--- src/rtl/range_finder_sequencer.sv ---
`default_nettype none
// ============================================================================
//  Module      : range_finder_sequencer
//  Description : Frames cfg_len valid/ready samples into one RangeFinder
//                go/finish session and returns its range/error result as a
//                one-cycle pulse. Optional stall abort: STALL_TIMEOUT_EN.
//  Revision    : 1.0 - initial release
// ============================================================================
module range_finder_sequencer #(
    parameter int WIDTH   = 10,
    parameter int LEN_W   = 8,
    parameter int RF_LAT  = 1,
    parameter int TIMEOUT = 255
) (
    input  logic             clock,
    input  logic             reset_n,
    input  logic             start,
    input  logic [LEN_W-1:0] cfg_len,
    output logic             busy,
    input  logic             s_valid,
    input  logic [WIDTH-1:0] s_data,
    output logic             s_ready,
    output logic [WIDTH-1:0] rf_data,
    output logic             rf_go,
    output logic             rf_finish,
    input  logic [WIDTH-1:0] rf_range,
    input  logic             rf_error,
    output logic             res_valid,
    output logic [WIDTH-1:0] res_range,
    output logic             res_error
);

    localparam int LAT_W = (RF_LAT < 1) ? 1 : $clog2(RF_LAT + 1);

    typedef enum logic [1:0] {
        S_IDLE   = 2'd0,
        S_REJECT = 2'd1,
        S_STREAM = 2'd2,
        S_WAIT   = 2'd3
    } state_t;

    state_t             state_q, state_d;
    logic [LEN_W-1:0]   len_q, len_d;
    logic [LEN_W-1:0]   cnt_q, cnt_d;
    logic [LAT_W-1:0]   lat_q, lat_d;
    logic [WIDTH-1:0]   rf_data_q, rf_data_d;
    logic [WIDTH-1:0]   res_range_q, res_range_d;
    logic               rf_go_q, rf_go_d;
    logic               rf_finish_q, rf_finish_d;
    logic               res_error_q, res_error_d;
    logic               abort_q, abort_d;
    logic               xfer;
    logic               lat_done;
    logic               stall_hit;

    assign xfer     = (state_q == S_STREAM) && s_valid;
    assign lat_done = (state_q == S_WAIT) && (lat_q == LAT_W'(RF_LAT));

`ifdef STALL_TIMEOUT_EN
    localparam int ST_W = $clog2(TIMEOUT + 1);

    logic [ST_W-1:0] stall_q, stall_d;

    // Bubbles only count once the session has been opened by a first sample.
    always_comb begin
        stall_d = '0;
        if ((state_q == S_STREAM) && !xfer && (cnt_q != '0)) begin
            stall_d = stall_q + 1'b1;
        end
    end

    assign stall_hit = (state_q == S_STREAM) && !xfer && (cnt_q != '0) &&
                       ((stall_q + 1'b1) == ST_W'(TIMEOUT));

    always_ff @(posedge clock or negedge reset_n) begin
        if (!reset_n) begin
            stall_q <= '0;
        end else begin
            stall_q <= stall_d;
        end
    end
`else
    logic unused_timeout;
    assign unused_timeout = ^32'(TIMEOUT);
    assign stall_hit      = 1'b0;
`endif

    always_comb begin
        state_d     = state_q;
        len_d       = len_q;
        cnt_d       = cnt_q;
        lat_d       = lat_q;
        rf_data_d   = rf_data_q;
        rf_go_d     = 1'b0;
        rf_finish_d = 1'b0;
        res_range_d = res_range_q;
        res_error_d = res_error_q;
        abort_d     = abort_q;
        case (state_q)
            S_IDLE: begin
                if (start) begin
                    if (cfg_len < LEN_W'(2)) begin
                        state_d = S_REJECT;
                    end else begin
                        len_d   = cfg_len;
                        cnt_d   = '0;
                        abort_d = 1'b0;
                        state_d = S_STREAM;
                    end
                end
            end
            S_REJECT: begin
                res_range_d = '0;
                res_error_d = 1'b1;
                state_d     = S_IDLE;
            end
            S_STREAM: begin
                if (xfer) begin
                    rf_data_d = s_data;
                    cnt_d     = cnt_q + 1'b1;
                    rf_go_d   = (cnt_q == '0);
                    if (cnt_q == len_q - 1'b1) begin
                        rf_finish_d = 1'b1;
                        lat_d       = '0;
                        state_d     = S_WAIT;
                    end
                end else if (stall_hit) begin
                    // Close the session on the held sample; result is flagged.
                    rf_finish_d = 1'b1;
                    lat_d       = '0;
                    abort_d     = 1'b1;
                    state_d     = S_WAIT;
                end
            end
            S_WAIT: begin
                if (lat_done) begin
                    res_range_d = rf_range;
                    res_error_d = rf_error | abort_q;
                    state_d     = S_IDLE;
                end else begin
                    lat_d = lat_q + 1'b1;
                end
            end
            default: state_d = S_IDLE;
        endcase
    end

    always_ff @(posedge clock or negedge reset_n) begin
        if (!reset_n) begin
            state_q     <= S_IDLE;
            len_q       <= '0;
            cnt_q       <= '0;
            lat_q       <= '0;
            rf_data_q   <= '0;
            rf_go_q     <= 1'b0;
            rf_finish_q <= 1'b0;
            res_range_q <= '0;
            res_error_q <= 1'b0;
            abort_q     <= 1'b0;
        end else begin
            state_q     <= state_d;
            len_q       <= len_d;
            cnt_q       <= cnt_d;
            lat_q       <= lat_d;
            rf_data_q   <= rf_data_d;
            rf_go_q     <= rf_go_d;
            rf_finish_q <= rf_finish_d;
            res_range_q <= res_range_d;
            res_error_q <= res_error_d;
            abort_q     <= abort_d;
        end
    end

    // During the pulse the fresh value is presented directly, then held.
    assign busy      = (state_q != S_IDLE);
    assign s_ready   = (state_q == S_STREAM);
    assign rf_data   = rf_data_q;
    assign rf_go     = rf_go_q;
    assign rf_finish = rf_finish_q;
    assign res_valid = (state_q == S_REJECT) || lat_done;
    assign res_range = res_valid ? res_range_d : res_range_q;
    assign res_error = res_valid ? res_error_d : res_error_q;

endmodule
`default_nettype wire

--- config.mk ---
export PLATFORM = sky130hd
export DESIGN_NAME = range_finder_sequencer
export DESIGN_NICKNAME = d
export VERILOG_FILES = /design/src/rtl/range_finder_sequencer.sv
export SDC_FILE = /design/constraint.sdc
export NUM_CORES = 1
export LEC_CHECK = 0
export CORE_ASPECT_RATIO = 1.75
export CORE_MARGIN = 2
export CORE_UTILIZATION = 43
export CTS_CLUSTER_SIZE = 16
export DETAILED_ROUTE_END_ITERATION = 12
export PLACE_DENSITY = 0.8
export SETUP_SLACK_MARGIN = 0.2
export SKIP_LAST_GASP = 1
export SLEW_MARGIN = 10
export SYNTH_ARGS = -nofsm -noshare
export SYNTH_HDL_FRONTEND = slang
export SYNTH_SLANG_ARGS = --single-unit
--- constraint.sdc ---
create_clock -name clock -period 1.6 [get_ports clock]
set_input_delay 0.32 -clock clock [delete_from_list [all_inputs] [get_ports clock]]
set_output_delay 0.32 -clock clock [all_outputs]
set_load 0.01 [all_outputs]
Word level (Yosys, flattened, before mapping)

Cells that the tools add are included.

Register bits: 42
ROM bits: 0
Bits in latches: 0
Memories: 0
RAM bits: 0
Logic and storage cells: 62
Input port bits: 33
Output and inout bits: 26

Eq/ne operators: 10
Multiplexer cells: 25
Multipliers: 0
Divide/modulo/power cells: 0
Reductions and logical operators: 13
Add/subtract/negate cells: 3
Shift operators: 0
Bitwise logic cells: 1
$lt $le $gt $ge: 1

Operator list:

| operator                                                                     | count |
|---|---|
| 8-bit 2-to-1 mux                                                             | 3 |
| 10-bit 2-to-1 mux                                                            | 2 |
| 10-bit one-hot mux with 2 select lines                                       | 1 |
| 8-bit one-hot mux with 2 select lines                                        | 1 |
| 4-bit AND reduction                                                          | 3 |
| 1-bit 2-to-1 mux                                                             | 10 |
| 2-bit 2-to-1 mux                                                             | 5 |
| 8-bit by 1-bit adder with 8-bit output, second input constant                | 1 |
| 8-bit equality test                                                          | 1 |
| 8-bit logical NOT                                                            | 1 |
| 8-bit by 2-bit less-than comparator with 1-bit output, second input constant | 1 |
| 2-bit inequality test, second input constant                                 | 4 |
| 2-bit one-hot mux with 4 select lines                                        | 1 |
| 8-bit by 1-bit subtractor with 8-bit output, second input constant           | 1 |
| 2-bit nonzero test                                                           | 3 |
| 2-bit equality test, second input constant                                   | 2 |
| 2-bit by 1-bit inequality test with 1-bit output, second input constant      | 2 |
| 1-bit one-hot mux with 2 select lines                                        | 2 |
| 3-bit AND reduction                                                          | 1 |
| 2-bit by 1-bit equality test with 1-bit output, second input constant        | 1 |
| 1-bit logical AND                                                            | 2 |
| 2-bit logical NOT                                                            | 1 |
| 2-bit AND reduction                                                          | 1 |
| 1-bit adder, second input constant                                           | 1 |
| other kinds (2)                                                              | 2 |

Logic depth before layout (Yosys ltp)

Depth after elaboration: 5
Gate-level depth with buffers: 7
Mapped depth without buffers: 7

Worst setup path after synthesis

OpenSTA, ideal clock, no wires.

Path type: register to output
Start: reg state_q[0]
End: out res_range[1]
Setup slack: 5 ps
Path buffers: 1
Data required time: 1280 ps
Stages on the path, launching flop included: 7
Arrival: 1275 ps
Path through: dfrtp_1 and2_0 clkbuf_1 nand2_1 o21ai_0 nand2_1 o21ai_0

Word-level cells in the longest chain between the ends: 5

Ends and longest elaborated chain:

| what                                   | RTL line | source |
|---|---|---|
| start: declaration                     | 42       | `state_t state_q, state_d;` |
| start signal: assignment               | 161      | `state_q <= state_d;` |
| 2-bit equality test                    | 57, 99   |  |
| 1-bit logical AND                      | 57       | `assign lat_done = (state_q == S_WAIT) && (lat_q == LAT_W'(RF_LAT));` |
| 10-bit 2-to-1 mux                      | 136      | `if (lat_done) begin` |
| 10-bit one-hot mux with 2 select lines | 99       | `case (state_q)` |
| 10-bit 2-to-1 mux (*)                  | 181      | `assign res_range = res_valid ? res_range_d : res_range_q;` |
| end: declaration                       | 29       | `output logic [WIDTH-1:0] res_range,` |

Every way passes the cells marked *; elsewhere a longest branch is shown, timed or not.

Final worst setup path

Start: reg state_q[0]
End: reg len_q[2]

Word-level cells in the longest chain between the ends: 2

Ends and longest elaborated chain:

| what                          | RTL line | source |
|---|---|---|
| 2-bit logical NOT             | 99       |  |
| 3-bit AND reduction (no line) | -        |  |
| end signal: assignment        | 162      | `len_q <= len_d;` |
| end: declaration              | 43       | `logic [LEN_W-1:0] len_q, len_d;` |

Every way passes these cells.
A chain may end at the register's enable or synchronous reset.

==> reports/metrics.csv <==
stage,metric,value,unit
outcome,status,"complete, but fails checks",
outcome,violations,negative setup slack,
critical_path,cp.required,1.78,ns
detailed_routing,vias,2071,
synthesis,yosysSeqAreaShare,0.4904,
place,place.port_buffers,58,
die,dieWidth,57.37,µm
global_routing,grtUsageTotal,0.2286,
finish,utilization,0.7499,
hold_path,min_path_type,in2reg,
flow_run,cap_violations,0,
cts,clkTransAtPathRegs,0.08,ns
synthesis,ys_seq_elements,42,
finish,diodes,0,
critical_path,startpoint_type,register,
detailed_routing,vias_per_cell,5.421,
detailed_routing,remaining_drc_errors,0,
cts,cts_root_buffer,clkbuf_8,
sta,skew,0.003070,ns
global_routing,grt_pass1_vias,2121,
synthesis,ys_types,39,
synthesis,synth_top_family_by_area,simple AND/OR/NAND/NOR gates,
cts,htreeDepth,2,
die,row_count,34,
synthesis,synthMuxAreaShare,0.1045,
critical_path,critical_path_class,reg2reg,
synthesis,synth_compound_area_frac,0.1319,
detailed_routing,wire_per_inst,17.20,µm
detailed_routing,antenna_left,0,
synthesis,synthCells,211,
finish,area_growth,71.16,%
place,dp_hpwl,3.582,mm
detailed_routing,dr.pass1.iters,4,
sta,report.final.slew_viol_count,0,
power,power_density,1536,mW/mm²
sta,min_period,1.801,ns
global_routing,grt.overflow.total,0,
sta,tightest_slew,0.3140,ns
critical_path,critPathArrivalTime,1.98,ns
finish,nFillCells,313,
synthesis,syn_nets,247,
cts,ctsLongestPathBuffers,2,
synthesis,yosys.area_share.xor_xnor,0.06130,
power,ir_worst_vdd,1174,µV
synthesis,avgSynthCellArea,10.16,µm²
sta,worst_slack,-0.2011,ns
sta,finalCritPeriodShare,1.126,
die,die_area,0.005588,mm²
die,io_pins,59,
sta,slew_headroom,0.7885,
synthesis,synth-edff-count,0,
sta,max_freq,0.5552,GHz
synthesis,synthAdderAreaFrac,0.01751,
cts,numCtsBuffers,5,
synthesis,syn_area,0.002143,mm²
die,coreArea,0.004892,mm²
cts,clock-sinks,42,
place,place_ws,-0.4712,ns
global_routing,grt_max_degree,43,
sta,rsz0062_at_grt,true,
synthesis,yosys_warnings,0,
finish,final_nets,363,
place,place_congestion,0.8477,
critical_path,end_kind,register,
synthesis,synth_ff_type,dfrtp_1,
synthesis,synthArstFlopShare,1.000,
synthesis,synth-simple-area-share,0.1477,
critical_path,crit_fanout,6,
detailed_routing,drtIter0Drc,92,
die,die_h,97.40,µm
power,leakage,1.720,nW
finish,drive_gt1_frac,0.4055,
cts,cts_tree,built,
global_routing,antenna_found_initial,0,
sta,hold_viol,0,
detailed_routing,wl,6.570,mm
cts,clk_latency,0.29,ns
die,start_util,0.4381,
global_routing,grt_pass1_wl,9.908,mm
sta,setup_viol,41,
[path summary, 6_finish.rpt]
path                                   to      startpoint  cells past startpoint  slack [ns]
setup / recovery                 len_q[2]      state_q[0]                      6       -0.20
hold / removal                   len_q[3]      cfg_len[3]                      2        0.48
setup reg to reg                 len_q[2]      state_q[0]                      6       -0.20
hold reg to reg            res_range_q[8]  res_range_q[8]                      1        0.50
max in group asynchronous      state_q[1]         reset_n                      3        0.84
min in group asynchronous  res_range_q[7]         reset_n                      3        0.54
[synthesized netlist by cell type, types with 2 or more instances]
master | number | share of area
a21oi_1 | 5 | 0.012
nand2_1 | 23 | 0.040
mux2_2 | 19 | 0.10
nand4_1 | 5 | 0.015
buf_2 | 2 | 0.0047
dfrtp_1 | 42 | 0.49
nor2_1 | 12 | 0.021
and3_1 | 3 | 0.0088
nor4b_1 | 2 | 0.0082
xor2_1 | 8 | 0.033
nor3_1 | 3 | 0.0070
o21ai_0 | 25 | 0.058
nor2b_1 | 2 | 0.0058
xnor2_1 | 7 | 0.029
ha_1 | 3 | 0.018
a31oi_1 | 2 | 0.0058
inv_1 | 14 | 0.025
nor4_1 | 2 | 0.0058
clkbuf_1 | 6 | 0.011
nand3b_1 | 2 | 0.0070
a32o_1 | 6 | 0.028
[layout make-up]
class                      count  area (µm²)  area share
sequential                    42        1052      0.2868
timing repair buffer         118        1156      0.3151
clock inverter                 3       40.04     0.01091
multi-input combinational    146        1231      0.3356
inverter                      14       52.55     0.01432
tap                           54       67.56     0.01842
clock buffer                   5       68.82     0.01876
[worst max-delay path: stages (launching register included)]
cell and delay, ns:
dfrtp_1 0.43, buf_6 0.15, buf_6 0.13, nand3b_1 0.27
buf_6 0.20, nor2_4 0.19, mux2_4 0.33
[layer usage]
metal	up-vias	wire length [µm]	global-route usage
li1	969	-	-
met1	1023	2331	0.2446
met2	59	3761	0.4143
met3	20	230	0.04394
met4	0	246	0.1038
met5	-	0	0
[per-stage QoR]
stage	instance area (µm²)	hold slack (ns)	cells	total power, mW	TNS, ns
after floorplan	2177	0.02441	211	3.056	0
after global placement	2962	0.3111	336	3.980	-9.785
after global routing	3669	0.4683	382	6.002	-8.418
after CTS	3463	0.4672	370	5.245	-2.838
final	3669	0.4760	382	5.636	-5.308
after detailed placement	2962	0.3107	336	4.063	-10.71
[cell usage in the layout (no fill, tap or decap), types with 2 or more instances in the layout]
cell type	count
dfrtp_1	41
nor2_4	3
nand2_2	3
ha_1	3
buf_12	5
o21ai_1	12
a21oi_1	4
clkdlybuf4s50_1	25
clkinv_2	2
clkbuf_8	5
nor2_2	5
buf_4	30
nand3b_1	2
buf_2	13
nand2_1	19
a31oi_1	2
nor2b_1	2
xor2_1	8
o21ai_0	8
inv_1	13
xnor2_1	6
nor4b_1	2
nor3_1	2
o21ai_2	5
nor3_4	2
buf_6	22
mux2_4	18
a32o_1	6
dlygate4sd2_1	18
nor2_1	6
and3_1	2
nand4_1	5
[kinds of logic after synthesis]
logic type	Yosys count
xor gates and xnor gates	15
muxes	20
AOI/OAI and AO/OA	45
DFF	42
buffers and inverters	24
and+or+nand+nor	62
adders and majority gates	3
[report_power, final]
group / switching [mW] / total [mW] / internal [mW]
Sequential: 0.353 / 1.78 / 1.43
Clock: 0.363 / 0.823 / 0.459
Combinational: 1.34 / 3.03 / 1.69
Total: 2.06 / 5.64 / 3.58
[flip-flops by register name, indices dropped and copies added, names as in the netlist]
name / cells
res_range_q: 10
rf_data: 10
cnt_q: 8
len_q: 8
state_q: 2
lat_q: 1
res_error_q: 1
rf_finish: 1
rf_go: 1
[timing repair]
action                                 CTS  global route
cloned                                   3             1
setup endpoints to repair               57            46
buffers inserted                        22            11
hold buffers                             1             0
gates resized for setup                138            32
endpoints found under the hold margin   42             0
pin swaps                               22            20
Note: power is estimated with default switching activity, not from simulation.
